[config.mk]
export PLATFORM = sky130hd
export DESIGN_NAME = xevious_inputs
export DESIGN_NICKNAME = d
export VERILOG_FILES = /design/src/rtl/xevious_inputs_pkg.sv /design/src/rtl/xevious_coin_pulser.sv /design/src/rtl/xevious_inputs.sv
export SDC_FILE = /design/constraint.sdc
export NUM_CORES = 1
export LEC_CHECK = 0
export CAP_MARGIN = 10
export CORE_ASPECT_RATIO = 0.6
export CORE_UTILIZATION = 30
export DETAILED_ROUTE_END_ITERATION = 7
export GPL_ROUTABILITY_DRIVEN = 0
export PLACE_DENSITY = 0.59
export SYNTH_ARGS = -nofsm -noshare
export SYNTH_HDL_FRONTEND = slang
export SYNTH_SLANG_ARGS = --single-unit
[constraint.sdc]
create_clock -name clk_sys -period 2.75 [get_ports clk_sys]
set_input_delay 0.55 -clock clk_sys [delete_from_list [all_inputs] [get_ports clk_sys]]
set_output_delay 0.55 -clock clk_sys [all_outputs]
set_load 0.03 [all_outputs]
[src/rtl/xevious_inputs_pkg.sv]
// Shared constants and types for the Xevious player-input front end:
// PS/2 scancodes, joystick bit positions, coin FSM states and the button bundle.
package xevious_inputs_pkg;

  localparam logic [7:0] KEY_UP    = 8'h75;
  localparam logic [7:0] KEY_DOWN  = 8'h72;
  localparam logic [7:0] KEY_LEFT  = 8'h6B;
  localparam logic [7:0] KEY_RIGHT = 8'h74;
  localparam logic [7:0] KEY_SPACE = 8'h29;
  localparam logic [7:0] KEY_CTRL  = 8'h14;
  localparam logic [7:0] KEY_F1    = 8'h05;
  localparam logic [7:0] KEY_F2    = 8'h06;

  localparam int JB_R      = 0;
  localparam int JB_L      = 1;
  localparam int JB_D      = 2;
  localparam int JB_U      = 3;
  localparam int JB_FIRE   = 4;
  localparam int JB_BOMB   = 5;
  localparam int JB_START1 = 6;
  localparam int JB_START2 = 7;

  typedef enum logic [1:0] {
    IDLE,
    PULSE,
    GAP
  } coin_state_t;

  typedef struct packed {
    logic up;
    logic down;
    logic left;
    logic right;
    logic fire;
    logic bomb;
    logic start1;
    logic start2;
  } btn_t;

endpackage

[src/rtl/xevious_coin_pulser.sv]
// Coin pulse generator: fixed-length high pulse, enforced low gap, and a
// single-entry pending slot for a start press that arrives while busy.
module xevious_coin_pulser
  import xevious_inputs_pkg::*;
#(
  parameter int COIN_PULSE = 1_800_000,
  parameter int COIN_GAP   = 1_800_000,
  parameter int CNT_W      = 21
) (
  input  logic clk_sys,
  input  logic reset,
  input  logic trig,
  output logic coin
);

  localparam logic [CNT_W-1:0] PULSE_LD = CNT_W'(COIN_PULSE - 1);
  localparam logic [CNT_W-1:0] GAP_LD   = CNT_W'(COIN_GAP - 1);

  coin_state_t      state, state_nx;
  logic [CNT_W-1:0] cnt, cnt_nx;
  logic             pend, pend_nx;

  always_ff @(posedge clk_sys or posedge reset) begin
    if (reset) begin
      state <= IDLE;
      cnt   <= '0;
      pend  <= 1'b0;
      coin  <= 1'b0;
    end else begin
      state <= state_nx;
      cnt   <= cnt_nx;
      pend  <= pend_nx;
      coin  <= (state_nx == PULSE);
    end
  end

  always_comb begin
    state_nx = state;
    cnt_nx   = cnt;
    pend_nx  = pend;
    case (state)
      IDLE: begin
        if (trig || pend) begin
          state_nx = PULSE;
          cnt_nx   = PULSE_LD;
          pend_nx  = 1'b0;
        end
      end
      PULSE: begin
        if (trig) pend_nx = 1'b1;
        if (cnt == '0) begin
          state_nx = GAP;
          cnt_nx   = GAP_LD;
        end else begin
          cnt_nx = cnt - CNT_W'(1);
        end
      end
      GAP: begin
        // A press that lands here waits in pend; any further press is dropped.
        if (trig) pend_nx = 1'b1;
        if (cnt == '0) state_nx = IDLE;
        else           cnt_nx   = cnt - CNT_W'(1);
      end
      default: state_nx = IDLE;
    endcase
  end

endmodule

[src/rtl/xevious_inputs.sv]
// Player-input front end: PS/2 key decode, joystick merge, Vert/Horz remap
// and coin pulse generation from start presses. All outputs are registered.
module xevious_inputs
  import xevious_inputs_pkg::*;
#(
  parameter int COIN_PULSE = 1_800_000,
  parameter int COIN_GAP   = 1_800_000,
  parameter int CNT_W      = 21
) (
  input  logic        clk_sys,
  input  logic        reset,
  input  logic [10:0] ps2_key,
  input  logic [15:0] joy,
  input  logic        rotate,
  output logic        up,
  output logic        down,
  output logic        left,
  output logic        right,
  output logic        fire,
  output logic        bomb,
  output logic        start1,
  output logic        start2,
  output logic        coin
);

  logic prev_tgl, primed, key_evt;
  btn_t lat, k, out_q;
  logic start_q, trig_q, k_start;
  logic joy_hi_unused;

  assign joy_hi_unused = ^joy[15:8];

  // The first edge after reset only captures the toggle level, so a strobe
  // held high through reset never looks like a fresh key event.
  assign key_evt = primed && (ps2_key[10] != prev_tgl);

  always_ff @(posedge clk_sys or posedge reset) begin
    if (reset) begin
      prev_tgl <= 1'b0;
      primed   <= 1'b0;
    end else begin
      prev_tgl <= ps2_key[10];
      primed   <= 1'b1;
    end
  end

  always_ff @(posedge clk_sys or posedge reset) begin
    if (reset) begin
      lat <= '0;
    end else if (key_evt) begin
      case (ps2_key[7:0])
        KEY_UP:    lat.up    <= ps2_key[9];
        KEY_DOWN:  lat.down  <= ps2_key[9];
        KEY_LEFT:  lat.left  <= ps2_key[9];
        KEY_RIGHT: lat.right <= ps2_key[9];
        KEY_CTRL:  lat.bomb  <= ps2_key[9];
        KEY_SPACE: if (!ps2_key[8]) lat.fire   <= ps2_key[9];
        KEY_F1:    if (!ps2_key[8]) lat.start1 <= ps2_key[9];
        KEY_F2:    if (!ps2_key[8]) lat.start2 <= ps2_key[9];
        default: ;
      endcase
    end
  end

  always_comb begin
    k        = lat;
    k.up     = lat.up     | joy[JB_U];
    k.down   = lat.down   | joy[JB_D];
    k.left   = lat.left   | joy[JB_L];
    k.right  = lat.right  | joy[JB_R];
    k.fire   = lat.fire   | joy[JB_FIRE];
    k.bomb   = lat.bomb   | joy[JB_BOMB];
    k.start1 = lat.start1 | joy[JB_START1];
    k.start2 = lat.start2 | joy[JB_START2];
  end

  assign k_start = k.start1 | k.start2;

  // Horz cabinet: the stick is turned a quarter so directions rotate.
  always_ff @(posedge clk_sys or posedge reset) begin
    if (reset) begin
      out_q   <= '0;
      start_q <= 1'b0;
      trig_q  <= 1'b0;
    end else begin
      out_q.up     <= rotate ? k.left  : k.up;
      out_q.down   <= rotate ? k.right : k.down;
      out_q.left   <= rotate ? k.down  : k.left;
      out_q.right  <= rotate ? k.up    : k.right;
      out_q.fire   <= k.fire;
      out_q.bomb   <= k.bomb;
      out_q.start1 <= k.start1;
      out_q.start2 <= k.start2;
      start_q      <= k_start;
      trig_q       <= k_start & ~start_q;
    end
  end

  xevious_coin_pulser #(
    .COIN_PULSE(COIN_PULSE),
    .COIN_GAP  (COIN_GAP),
    .CNT_W     (CNT_W)
  ) u_coin (
    .clk_sys(clk_sys),
    .reset  (reset),
    .trig   (trig_q),
    .coin   (coin)
  );

  assign up     = out_q.up;
  assign down   = out_q.down;
  assign left   = out_q.left;
  assign right  = out_q.right;
  assign fire   = out_q.fire;
  assign bomb   = out_q.bomb;
  assign start1 = out_q.start1;
  assign start2 = out_q.start2;

endmodule

==> impl_results.md, run 1 <==
- Fin Setup TNS: 0 ps
- Wirelength per Cell: 15.5 µm
- Routed Wire Length: 6010 µm
- Post-synth EDFFs: 0
- Crit path arrival time: 2570 ps
- Crit-path leading delay family: simple AND/OR/NAND/NOR gates
- HP Start: start_q
- Flop2flop setup slack: between 300 and 400 ps
- Hold Crit Class: reg -> reg
- Clock Skews: 10.1 ps
- Clk root buf: clkbuf_16
- Hold Crit Endpoint: trig_q
- Max_slew headroom: 0.575
- DP Area: 2880 µm²
- Synthesized cell area: 2380 µm²
- Sequential area share after synthesis: 0.474
- Most frequent cells in the layout: dfrtp_1, clkdlybuf4s50_1, nor2_1, o21ai_0, a21oi_1
- DRC viols: 0
- Flop pwr share: 0.350
- Critical Path Sink Type: flop
- Final min period: 2400 ps
- Slowest cell on the critical path: or4_4
- Mapped Nets: 275
- Clock latency on the worst-skew pair: about 290 ps
- Regs by FF count: u_coin.cnt (21), lat (8), u_coin.state (2)
- Final hold violation count: 0
- Setup Viol. Count Final: 0
- Reg2reg end: u_coin.cnt[20]
- CP Max Fanout: 10
- Crit path buf inv count: 2
- Die area: 8300 µm²
- Final Instance Area: between 3000 and 4000 µm²
- Commonest non-fill, non-tap cell in the layout: dfrtp_1
- Status: finished clean
- Clock share of power: 0.246
- Synthesized instance count: 239
- Post-CTS setup buffer count: 0
- Resized cells post-CTS: 0
- Post-route core utilization: 0.408
- Sequential cell area: 1130 µm²
- WS Path Type: reg -> reg
- Vias in the first global route: 1951
- ANT nets after route: 0
- Pleak: 1.25 nW
- FF+latch count, synth: 45
- Rows: 24
- IO Pins: 39
- Switching power: 1.06 mW
- Iteration-0 DRC Markers: around 160
- Crit start category: flop
- Share of flip-flops with an asynchronous set or reset: 1.00
- Area of the multi-input gates: ~1200 µm²
- Crit path largest cell delay: 600 ps
- Core ar.: 7480 µm²
- Comb pwr share: 0.404
- First-pass GRT wire length: 10100 µm
- Yosys cell types: 43
- # fillers: around 720
- H-tree lvl count: 2
- Total number of vias: a little over 2000
- Synth Flop Type: dfrtp_1
- Reg clk slew, reported paths: 70 ps
- Worst VDD drop: 290 µV
- RSZ-0062 raised after global routing: false
- Hold depth: 1
- Slew @ Worst Pin: 635 ps
- Die Y: 71.0 µm
- Pwr dens: 922 nW/µm²
- Internal power: 1.75 mW
- Gr usage total: 0.163
- Maximum number of pins on one net before global-route repair: 18
- Post-Syn Area per Cell: 9.95 µm²
- FMAX: between 400 and 500 MHz
- Fraction of power spent switching nets: 0.378
- R2R Path Start: u_coin.cnt[10]
- CTS tree: built
- Syn. warnings: 0
- TritonRoute pass-1 iters: 4
- Tcrit/Tclk final: 0.872
- GRT met3 Usage: 0.0394
- Initial Utilization: 0.318
- Stages on worst setup path: 7
- FF-to-FF path depth: 7
- Max FFs per register: 21
- Crit path top cell by count: buf_4
- Hpwl dp: 4550 µm
- CTS Buf Count: 5
- Congestion Overflow GR: 0
- Hold_buf cts: 0
- Critical path required time: 2920 ps
- Mean number of vias per cell: 5.19
- Most flop-heavy register: u_coin.cnt
- Met1 Usage GRT: 0.268
- Initial antenna violation count: 0
- Antenna cells: 0
- GR Util met2: 0.199
- Port Buf Inserts: 30
- Share of cells above drive strength 1: 0.158
- Final non-filler cell total: 389
- Top Usage Layer GRT: met1
- Die X: 117 µm
- CTS sink count: 45
- NumNets Final: 320
- Cell Chain, Critical Path: or4_4, nor4_4, buf_4, a31o_2, buf_4, a21oi_1, o22a_1
- Max-cap viol count: 0
- Clock Path Buffers: 2
- Placed cell count: 381
- Synthesis-to-finish area growth: 28.4%
- Pins Over Slew Limit: 0
[per-layer routing]
layer | wire [µm] | vias up | share of wire
met5 | 0 | - | 0
met4 | 27 | 0 | 0.0045
met3 | 414 | 2 | 0.069
met2 | 2290 | 56 | 0.38
met1 | 3280 | 967 | 0.55
li1 | - | 995 | -
[Yosys cell counts, drive strengths merged, types with 6 or more instances]
cell	number	area [µm²]
a21oi	17	85.1
a31oi	9	56.3
dfrtp	45	1130
ha	6	75.1
inv	13	48.8
mux2	8	90.1
nor2	20	75.1
nor3	10	50.1
nor4	9	86.3
o21ai	20	100
o31ai	7	52.6
or2	9	56.3
or4	8	63.8
[stage by stage]
step	power, mW	worst slack, ps	hold WS [ps]
6_report	2.81	352	395
3_5_place_dp	2.12	327	393
3_3_place_gp	2.08	337	392
4_1_cts	2.82	361	402
5_1_grt	3.03	214	422
2_1_floorplan	1.72	649	378
[cell type report]
type,instances,area share
clock buffers,5,0.0410
clock inverters,3,0.0152
inverters,13,0.0160
multi-input cells,175,0.383
flip-flops and latches,45,0.369
well taps,104,0.0426
repair buffers,44,0.133
[power groups by stage]
stage	Clock (mW)	Sequential, mW	Combinational [mW]
after global placement	0	0.984	1.10
after CTS	0.713	0.977	1.13
after global routing	0.738	1.01	1.28
after floorplan	0	0.980	0.742
after detailed placement	0	0.987	1.13
final	0.692	0.984	1.14
[cell families after synthesis]
group / count (synthesis) / synth area share
xor gates and xnor gates: 1 / 0.00368
and+or+nand+nor: 83 / 0.212
buffers and inverters: 19 / 0.0342
other: 1 / 0.00158
AOI/OAI and AO/OA: 76 / 0.205
DFF: 45 / 0.474
adders and majority gates: 6 / 0.0316
muxes: 8 / 0.0379
[how the worst max path moves through the flow]
stage	slack (ps)	endpoint	start
6_report	350	u_coin.cnt[20]	u_coin.cnt[10]
5_1_grt	210	u_coin.cnt[18]	u_coin.cnt[0]
4_1_cts	360	u_coin.cnt[20]	u_coin.cnt[10]
3_5_place_dp	330	lat[6]	ps2_key[10]
3_3_place_gp	340	lat[6]	ps2_key[10]
2_1_floorplan	650	u_coin.cnt[20]	u_coin.cnt[10]
Note: power is estimated with default switching activity, not from simulation.
==> run 2, diff against run 1 <==
--- a/config.mk
+++ b/config.mk
@@ -10,5 +10,4 @@
 export CORE_UTILIZATION = 30
 export DETAILED_ROUTE_END_ITERATION = 7
-export GPL_ROUTABILITY_DRIVEN = 0
 export PLACE_DENSITY = 0.59
 export SYNTH_ARGS = -nofsm -noshare
==> constraint.sdc (replaced) <==
create_clock -name clk_sys -period 2.3 [get_ports clk_sys]
set_input_delay 0.23 -clock clk_sys [delete_from_list [all_inputs] [get_ports clk_sys]]
set_output_delay 0.23 -clock clk_sys [all_outputs]
set_load 0.03 [all_outputs]
==> run 2 against run 1 <==
  * First-iteration DRC count is 19% higher
  * Sequential share of layout area is 0.46 points lower
  * Design area is 1.3% higher
  * Setup slack worse by 240 ps
  * Fmax is 9.6% higher
  * Cell count is 1.0% higher
  * Non-clock buffer count is 4 higher
  * Clock power is 7.9% higher
  * Via count is 2.1% higher
  * Count of clock-buffer cells in the layout stayed put
  * Die area stayed put
  * Sequential cell count stayed put
  * Critical path type unchanged
==> impl_results.md, run 2 (same netlist as run 1, synthesis figures left out) <==
- First-pass GRT wire length: 10200 µm (was 10100 µm)
- CP Max Fanout: 25 (was 10)
- Clock Skews: 11.5 ps (was 10.1 ps)
- Gr usage total: 0.167 (was 0.163)
- Regs by FF count: u_coin.cnt (21), lat (8), u_coin.state (2) (unchanged)
- H-tree lvl count: 2 (unchanged)
- Worst VDD drop: 472 µV (was 290 µV)
- Port Buf Inserts: 30 (unchanged)
- Pwr dens: 1080 nW/µm² (was 922 nW/µm²)
- R2R Path Start: u_coin.cnt[10] (unchanged)
- Die area: 8300 µm² (unchanged)
- Initial antenna violation count: 0 (unchanged)
- Die X: 117 µm (unchanged)
- Hold Crit Class: in -> async (was reg -> reg)
- Most frequent cells in the layout: dfrtp_1, clkdlybuf4s50_1, nor2_1, o21ai_0, a21oi_1 (unchanged)
- Status: finished clean (unchanged)
- Post-route core utilization: 0.413 (was 0.408)
- Wirelength per Cell: 15.7 µm (was 15.5 µm)
- Clock Path Buffers: 2 (unchanged)
- Reg clk slew, reported paths: 70 ps (about the same)
- Mean number of vias per cell: 5.25 (was 5.19)
- Max FFs per register: 21 (unchanged)
- Iteration-0 DRC Markers: 190 (was 159)
- DP Area: 2930 µm² (was 2880 µm²)
- Pleak: 1.27 nW (was 1.25 nW)
- WS Path Type: reg -> reg (unchanged)
- Tcrit/Tclk final: 0.951 (was 0.872)
- Routed Wire Length: 6160 µm (was 6010 µm)
- NumNets Final: 324 (was 320)
- CTS sink count: 45 (unchanged)
- Pins Over Slew Limit: 0 (unchanged)
- Total chip power: 3.33 mW (was 2.81 mW)
- Die Y: 71.0 µm (unchanged)
- Clk root buf: clkbuf_16 (unchanged)
- Maximum number of pins on one net before global-route repair: 26 (was 18)
- Vias in the first global route: 1877 (was 1951)
- Max-cap viol count: 0 (unchanged)
- RSZ-0062 raised after global routing: true (was false)
- Critical path required time: 2480 ps (was 2920 ps)
- Crit start category: flop (unchanged)
- Final min period: 2190 ps (was 2400 ps)
- Crit path arrival time: 2370 ps (was 2570 ps)
- Placer Congestion: 0.781
- TritonRoute pass-1 iters: 5 (was 4)
- IO Pins: 39 (unchanged)
- Total number of vias: 2063 (was 2020)
- CTS Buf Count: 5 (unchanged)
- Setup Viol. Count Final: 0 (unchanged)
- Hpwl dp: 4560 µm (was 4550 µm)
- Commonest non-fill, non-tap cell in the layout: dfrtp_1 (unchanged)
- Synthesis-to-finish area growth: 30.0% (was 28.4%)
- Share of cells above drive strength 1: 0.173 (was 0.158)
- Clock latency on the worst-skew pair: 300 ps (was 290 ps)
- Most flop-heavy register: u_coin.cnt (unchanged)
- ANT nets after route: 0 (unchanged)
- Rows: 24 (unchanged)
- CTS tree: built (unchanged)
- Worst setup startpoint: u_coin.cnt[10] (unchanged)
- Final hold violation count: 0 (unchanged)
- Antenna cells: 0 (unchanged)
- Final Instance Area: 3090 µm² (was 3050 µm²)
- Congestion Overflow GR: 0 (unchanged)
- Hold_buf cts: 0 (unchanged)
- Initial Utilization: 0.318 (unchanged)
- DRC viols: 0 (unchanged)
- FF-to-FF path depth: 7 (unchanged)
- Core ar.: 7480 µm² (unchanged)
- FMAX: 457 MHz (was 417 MHz)
- Critical Path Sink Type: flop (unchanged)
-- run 2: changes by cell type in the layout (fill, tap and decap cells not counted), sizes merged --
cell,delta
inv,+1
bufinv,-1
buf,+4
-- run 2: critical path, cell delays in order, from the launching register on --
cell and delay, ps:
dfrtp_1 410, or4_4 600, nor4_4 290, buf_4 180, a31o_2 180, buf_12 160, a21oi_1 50, o22a_1 190
-- run 2: stage by stage --
| step | cells | setup TNS (ps) | hold slack, ps | setup slack [ps] |
|---|---|---|---|---|
| 6_report | 393 | 0 | 269 | 112 |
| 5_1_grt | 393 | -2.82 | 324 | -2.82 |
| 4_1_cts | 392 | 0 | 285 | 67.3 |
| 3_5_place_dp | 384 | 0 | 399 | 81.4 |
| 3_3_place_gp | 384 | 0 | 394 | 110 |
| 2_1_floorplan | 239 | 0 | 261 | 199 |
-- run 2: worst paths after layout --
check	to	slack, ps
max	u_coin.cnt[20]	110
max in group asynchronous	u_coin.cnt[15]	1520
min	u_coin.cnt[6]	270
min reg2reg	trig_q	400
min in group clk_sys	trig_q	400
max reg2reg	u_coin.cnt[20]	110
-- run 2: area by class of cell --
type                    count  area [µm²]
clock buffers               5         125
clock inverters             3        25.0
fillers                   723        4390
inverters                  13        48.8
multi-input cells         175        1170
flip-flops and latches     45        1130
well taps                 104         130
repair buffers             48         460
-- run 2: per-layer routing --
layer | global-route usage | vias up | share of wire
li1 | - | 1004 | -
met5 | 0 | - | 0
met2 | 0.190 | 61 | 0.36
met3 | 0.0411 | 6 | 0.075
met1 | 0.287 | 992 | 0.55
met4 | 0.0464 | 0 | 0.012
-- run 2: timing repair --
| action | CTS | global route |
|---|---|---|
| endpoints found under the setup margin | 0 | 7 |
| resized for setup | 0 | 1 |
| setup buffers | 0 | 1 |
-- run 2: where the power goes --
group	total [mW]	switching, mW	internal (mW)	leakage [nW]
registers	1.17	0.179	0.986	0.547
logic	1.42	0.783	0.639	0.649
clock network	0.747	0.338	0.409	0.0704
total	3.33	1.30	2.03	1.27
